### src/rtl/mf_mul_pipe.sv
// Pipelined integer multiplier for an out-of-order core's multiply unit.
// Operands are captured in stage 0 and multiplied into stage 1. The product
// is then carried down to the last stage, where the requested half is
// selected. A result held at the output with no grant stalls every stage.
// Flush drops all in-flight operations.
module mf_mul_pipe #(
    parameter int unsigned WIDTH = 32,
    parameter int unsigned TAGW  = 4,
    localparam int unsigned LAT  = $clog2(WIDTH) + 1
) (
    input  logic             clk,
    input  logic             RST,
    input  logic             in_valid,
    output logic             in_ready,
    input  logic [1:0]       in_op,
    input  logic [WIDTH-1:0] in_a,
    input  logic [WIDTH-1:0] in_b,
    input  logic [TAGW-1:0]  in_tag,
    input  logic             flush,
    output logic             out_valid,
    input  logic             out_ready,
    output logic [WIDTH-1:0] out_result,
    output logic [TAGW-1:0]  out_tag,
    output logic             busy
);

    localparam logic [1:0] OpMul    = 2'b00;
    localparam logic [1:0] OpMulh   = 2'b01;
    localparam logic [1:0] OpMulhsu = 2'b11;

    // Stage valid bits, stage 0 at bit 0, output stage at bit LAT-1
    logic [LAT-1:0]     vld_q, vld_d;
    // Stage 0 operands
    logic [WIDTH-1:0]   a_q, a_d, b_q, b_d;
    // Opcode is needed only until the half-select into the last stage
    logic [1:0]         op_q   [LAT-1];
    logic [1:0]         op_d   [LAT-1];
    logic [TAGW-1:0]    tag_q  [LAT];
    logic [TAGW-1:0]    tag_d  [LAT];
    // Full product, stages 1 .. LAT-2
    logic [2*WIDTH-1:0] prod_q [1:LAT-2];
    logic [2*WIDTH-1:0] prod_d [1:LAT-2];
    logic [WIDTH-1:0]   res_q, res_d;

    logic               stall;
    logic               accept;
    logic               sa, sb;
    logic [2*WIDTH-1:0] a_ext, b_ext, prod;

    assign out_valid  = vld_q[LAT-1];
    assign stall      = out_valid && !out_ready;
    assign in_ready   = !stall;
    assign accept     = in_valid && in_ready && !flush;
    assign busy       = |vld_q;
    assign out_result = res_q;
    assign out_tag    = tag_q[LAT-1];

    // Extend stage 0 operands to 2*WIDTH per opcode; the low 2*WIDTH bits
    // of the product of the extended values are the exact product.
    always_comb begin
        sa    = a_q[WIDTH-1] && (op_q[0] == OpMulh || op_q[0] == OpMulhsu);
        sb    = b_q[WIDTH-1] && (op_q[0] == OpMulh);
        a_ext = {{WIDTH{sa}}, a_q};
        b_ext = {{WIDTH{sb}}, b_q};
        prod  = a_ext * b_ext;
    end

    // Pipeline advance: flush clears valids, stall holds everything. Data
    // only moves behind a valid bit, so the output keeps its last value on
    // bubbles.
    always_comb begin
        vld_d  = vld_q;
        a_d    = a_q;
        b_d    = b_q;
        op_d   = op_q;
        tag_d  = tag_q;
        prod_d = prod_q;
        res_d  = res_q;
        if (flush) begin
            vld_d = '0;
        end else if (!stall) begin
            vld_d = {vld_q[LAT-2:0], accept};
            if (accept) begin
                a_d      = in_a;
                b_d      = in_b;
                op_d[0]  = in_op;
                tag_d[0] = in_tag;
            end
            if (vld_q[0]) begin
                prod_d[1] = prod;
                op_d[1]   = op_q[0];
                tag_d[1]  = tag_q[0];
            end
            for (int unsigned i = 2; i <= LAT - 2; i++) begin
                if (vld_q[i-1]) begin
                    prod_d[i] = prod_q[i-1];
                    op_d[i]   = op_q[i-1];
                    tag_d[i]  = tag_q[i-1];
                end
            end
            if (vld_q[LAT-2]) begin
                res_d = (op_q[LAT-2] == OpMul) ? prod_q[LAT-2][WIDTH-1:0]
                                               : prod_q[LAT-2][2*WIDTH-1:WIDTH];
                tag_d[LAT-1] = tag_q[LAT-2];
            end
        end
    end

    // State registers with asynchronous clear of valids and data
    always_ff @(posedge clk or posedge RST) begin
        if (RST) begin
            vld_q  <= '0;
            a_q    <= '0;
            b_q    <= '0;
            op_q   <= '{default: '0};
            tag_q  <= '{default: '0};
            prod_q <= '{default: '0};
            res_q  <= '0;
        end else begin
            vld_q  <= vld_d;
            a_q    <= a_d;
            b_q    <= b_d;
            op_q   <= op_d;
            tag_q  <= tag_d;
            prod_q <= prod_d;
            res_q  <= res_d;
        end
    end

endmodule

### config.mk
export PLATFORM = sky130hd
export DESIGN_NAME = mf_mul_pipe
export DESIGN_NICKNAME = d
export VERILOG_FILES = /design/src/rtl/mf_mul_pipe.sv
export SDC_FILE = /design/constraint.sdc
export NUM_CORES = 2
export LEC_CHECK = 0
export CAP_MARGIN = 20
export CORE_MARGIN = 1
export CORE_UTILIZATION = 29
export CTS_CLUSTER_DIAMETER = 30
export DETAILED_ROUTE_END_ITERATION = 10
export GPL_TIMING_DRIVEN = 1
export HOLD_SLACK_MARGIN = 0.03
export PLACE_DENSITY = 0.43
export SETUP_SLACK_MARGIN = 0.3
export SLEW_MARGIN = 20
export SYNTH_ARGS = -nofsm -noshare
export SYNTH_HDL_FRONTEND = slang
export SYNTH_SLANG_ARGS = --single-unit
### constraint.sdc
create_clock -name clk -period 14.85 [get_ports clk]
set_input_delay 2.97 -clock clk [delete_from_list [all_inputs] [get_ports clk]]
set_output_delay 2.97 -clock clk [all_outputs]
set_load 0.02 [all_outputs]
==> results.md <==
* Status: finished clean
* Antenna violations before repair at 1
* Setup bufs post-CTS at 0
* Worst R2R Start: op_q[8]
* Synth area leader: fa_1
* FF-to-FF End: prod_q[250]
* Vias in the first global route at 38,739
* Dpl hpwl at 123,600 µm
* Mapped cell area at 52,840 µm²
* Ys flop type: dfrtp_1
* Clk_skew at 0.06001 ns
* Most frequent cell after synthesis: inv_1
* Final min period at 9.311 ns
* Worst Tran Pin Value at 1.062 ns
* TritonCTS clock tree: built
* Critical path peak fanout at 26
* Clk sink count at 392
* CTS Hold Bufs at 0
* Nets@finish at 6,686
* Final ANT Viol Nets at 0
* Ports at 114
* Mux cell area share after synthesis at 6.678%
* Synth Area in Simple Gates at 11.44%
* RSZ-0062 raised after global routing: no
* Seq cells post-synth at 392
* GRT Residual Overflow at 0
* RD Place Congestion at 0.8635
* Fin. Hold Viols at 0
* Compound-Gate Fraction of Synth Area at 3.644%
* Distinct cells, synth at 69
* Avg Vias per Cell at 4.509
* DR iter-0 viols at 1,820
* Adder-cell share of the synthesized area at 47.64%
* Share of flip-flops with an asynchronous set or reset at 100.0%
* Largest family of logic cells by synthesized area: adder cells
* Clk_lat worst skew at 0.66 ns
* Worst Path Arrival at 9.82 ns
* Critical hold path startpoint: prod_q[192]
* Worst hold path type: flip-flop to flip-flop
* Slew headroom at 29.18%
* Crit path kind: flip-flop to flip-flop
* Die W at 428.8 µm
* Post-synth top area share at 42.62%
* Cells after Synth at 5,311
* Setup tns final at 0 ns
* Xor/xnor share of the synthesized area at 1.160%
* Required @ worst endpoint at 15.36 ns
* Syn-to-layout area delta at 12.25%
* Sequential share of the synthesized area at 18.57%
* EDFF count, synth at 0
* # rows at 156
* First-pass GRT wire length at 245,500 µm
* Maxcap violations at 0
* Core area at 180,900 µm²
* Yosys Warn Count at 0
* Setup violations, final at 0
* Syn Area/Cell at 9.949 µm²
* Most numerous cell on the critical path: fa_1
* Hold path depth at 2
* Number of fill cells in the layout at 18,573
* CP max stage cell: fa_1
* Longest Clk Path Bufs at 3
* Wire per inst at 20.24 µm
* Synth cell count leaders: inv_1, fa_1, nand2_1
* Post-Syn Nets at 6,723
* FF-to-FF path depth at 25
* Pin count of the biggest net entering global routing at 117
* Port bufs at 113
* Drc violations at 0
* R2r setup slk at 5.54 ns
* CTS Buf Count at 82
* Critical path startpoint category: flip-flop
* Crit share post-route at 62.70%
* Share of cells above drive strength 1 at 10.31%
* Fin. max-slew vios at 0
* Post-CTS sizing at 0
* Vias at 34,776
* Clk root buf: clkbuf_16
* Die area at 183,900 µm²
* Fmax at 107.4 MHz
* Hold-critical path endpoint: prod_q[192]
* CP peak stage delay at 0.77 ns
* CP Capture Type: flip-flop
* Clock H-tree levels at 3
* Largest cells by area after synthesis: fa_1, dfrtp_1, inv_1, nand2_1, mux2_2
* Overall Global Routing Usage at 17.53%
* DR pass1 iterations at 5
* Final WL at 156,100 µm
* Clk pin slew, worst setup/hold paths at 0.05 ns
* Chip Height at 428.8 µm
* Initial core utilization at 29.20%
-- worst max path at each step --
stage                       start          end  cells past startpoint
after detailed placement  op_q[8]  prod_q[250]                     25
final                     op_q[8]  prod_q[250]                     25
after global routing      op_q[8]  prod_q[250]                     25
after floorplan               RST       a_q[0]                      1
after CTS                 op_q[8]  prod_q[250]                     25
after global placement    op_q[8]  prod_q[250]                     25
-- registers in the layout, summed over array words and instances (netlist names) --
signal and count:
vld_q 6, tag_q 20, prod_q 256, out_tag 4
op_q 10, b_q 32, a_q 32, out_result 32
-- cells by family after synthesis --
family | after synthesis
simple gates | 1368
buf+inv | 1522
fa+ha+maj | 1337
xor+xnor | 70
flops | 392
mux | 317
compound gates | 305
-- critical path: cells and delay by family, from the launching register on --
family / cells / cell delay (ns)
and+or+nand+nor: 3 / 0.67
DFF: 1 / 0.59
AOI/OAI and AO/OA: 5 / 1.50
adders and majority gates: 9 / 5.02
buffers and inverters: 8 / 1.35
-- metal layers --
layer / part of all wire (%) / track usage [%]
met3: 3.4 / 1.920
met4: 1.8 / 3.379
met1: 47 / 24.42
met5: 0 / 0
met2: 48 / 29.46
-- placed cells by master, fill, tap and decap left out, types with 5 or more instances in the layout --
master           synthesis  layout
nor2_1                  92      91
mux2i_1                 33      33
clkdlybuf4s50_1          0     113
clkinvlp_4               0      10
buf_4                    4      82
o21ai_1                  5       5
and3_1                  11      11
fa_1                  1125    1125
xnor2_1                 46      46
dfrtp_2                  0       6
nor2b_1                  5       5
and2_1                 267     263
clkbuf_16                0      83
clkinv_4                 0       5
mux2_2                 284     284
nand2_1                923     921
nand4_1                 24      24
o21bai_1                22      22
clkbuf_1               295      12
or2_2                   10      10
a21o_1                  17      17
a21oi_1                112     112
o21ai_0                 80      80
dfrtp_1                392     386
xor2_1                  24      24
clkbuf_8                 0      12
bufinv_16                0       9
nor3_1                   6       6
a211oi_2                 5       5
nand3_1                 12      12
inv_1                 1205    1204
o211ai_1                 6       6
a31oi_1                  5       5
ha_1                   212     212
o21a_1                   8       8
a211oi_1                 9       9
clkinv_2                 0      13
-- per-stage QoR --
step                util, %  std cells  area [µm²]  worst slack [ns]  hold WS [ns]
floorplan                 -       5311       52840            0.9824        0.4331
global placement      31.16       7560       56380             5.574        0.4577
detailed placement    31.16       7560       56380             5.503        0.4592
CTS                   32.77       7712       59300             5.449        0.4717
global route          32.78       7712       59300             5.041        0.4916
finish                32.78       7713       59310             5.539        0.4681
-- area by class of cell --
| class | instances | area (µm²) | share of cell area (%) |
|---|---|---|---|
| clock buffer | 107 | 2287 | 3.857 |
| inverter | 1205 | 4531 | 7.639 |
| clock inverter | 45 | 626.9 | 1.057 |
| sequential | 392 | 9817 | 16.55 |
| timing repair buffer | 196 | 1758 | 2.964 |
| antenna | 1 | 2.502 | 0.004219 |
| multi-input combinational | 3397 | 37320 | 62.93 |
| tap | 2370 | 2965 | 5.000 |
Power is not shown: default switching activity piles up to over one toggle a cycle in this logic, so the estimate is an artifact.
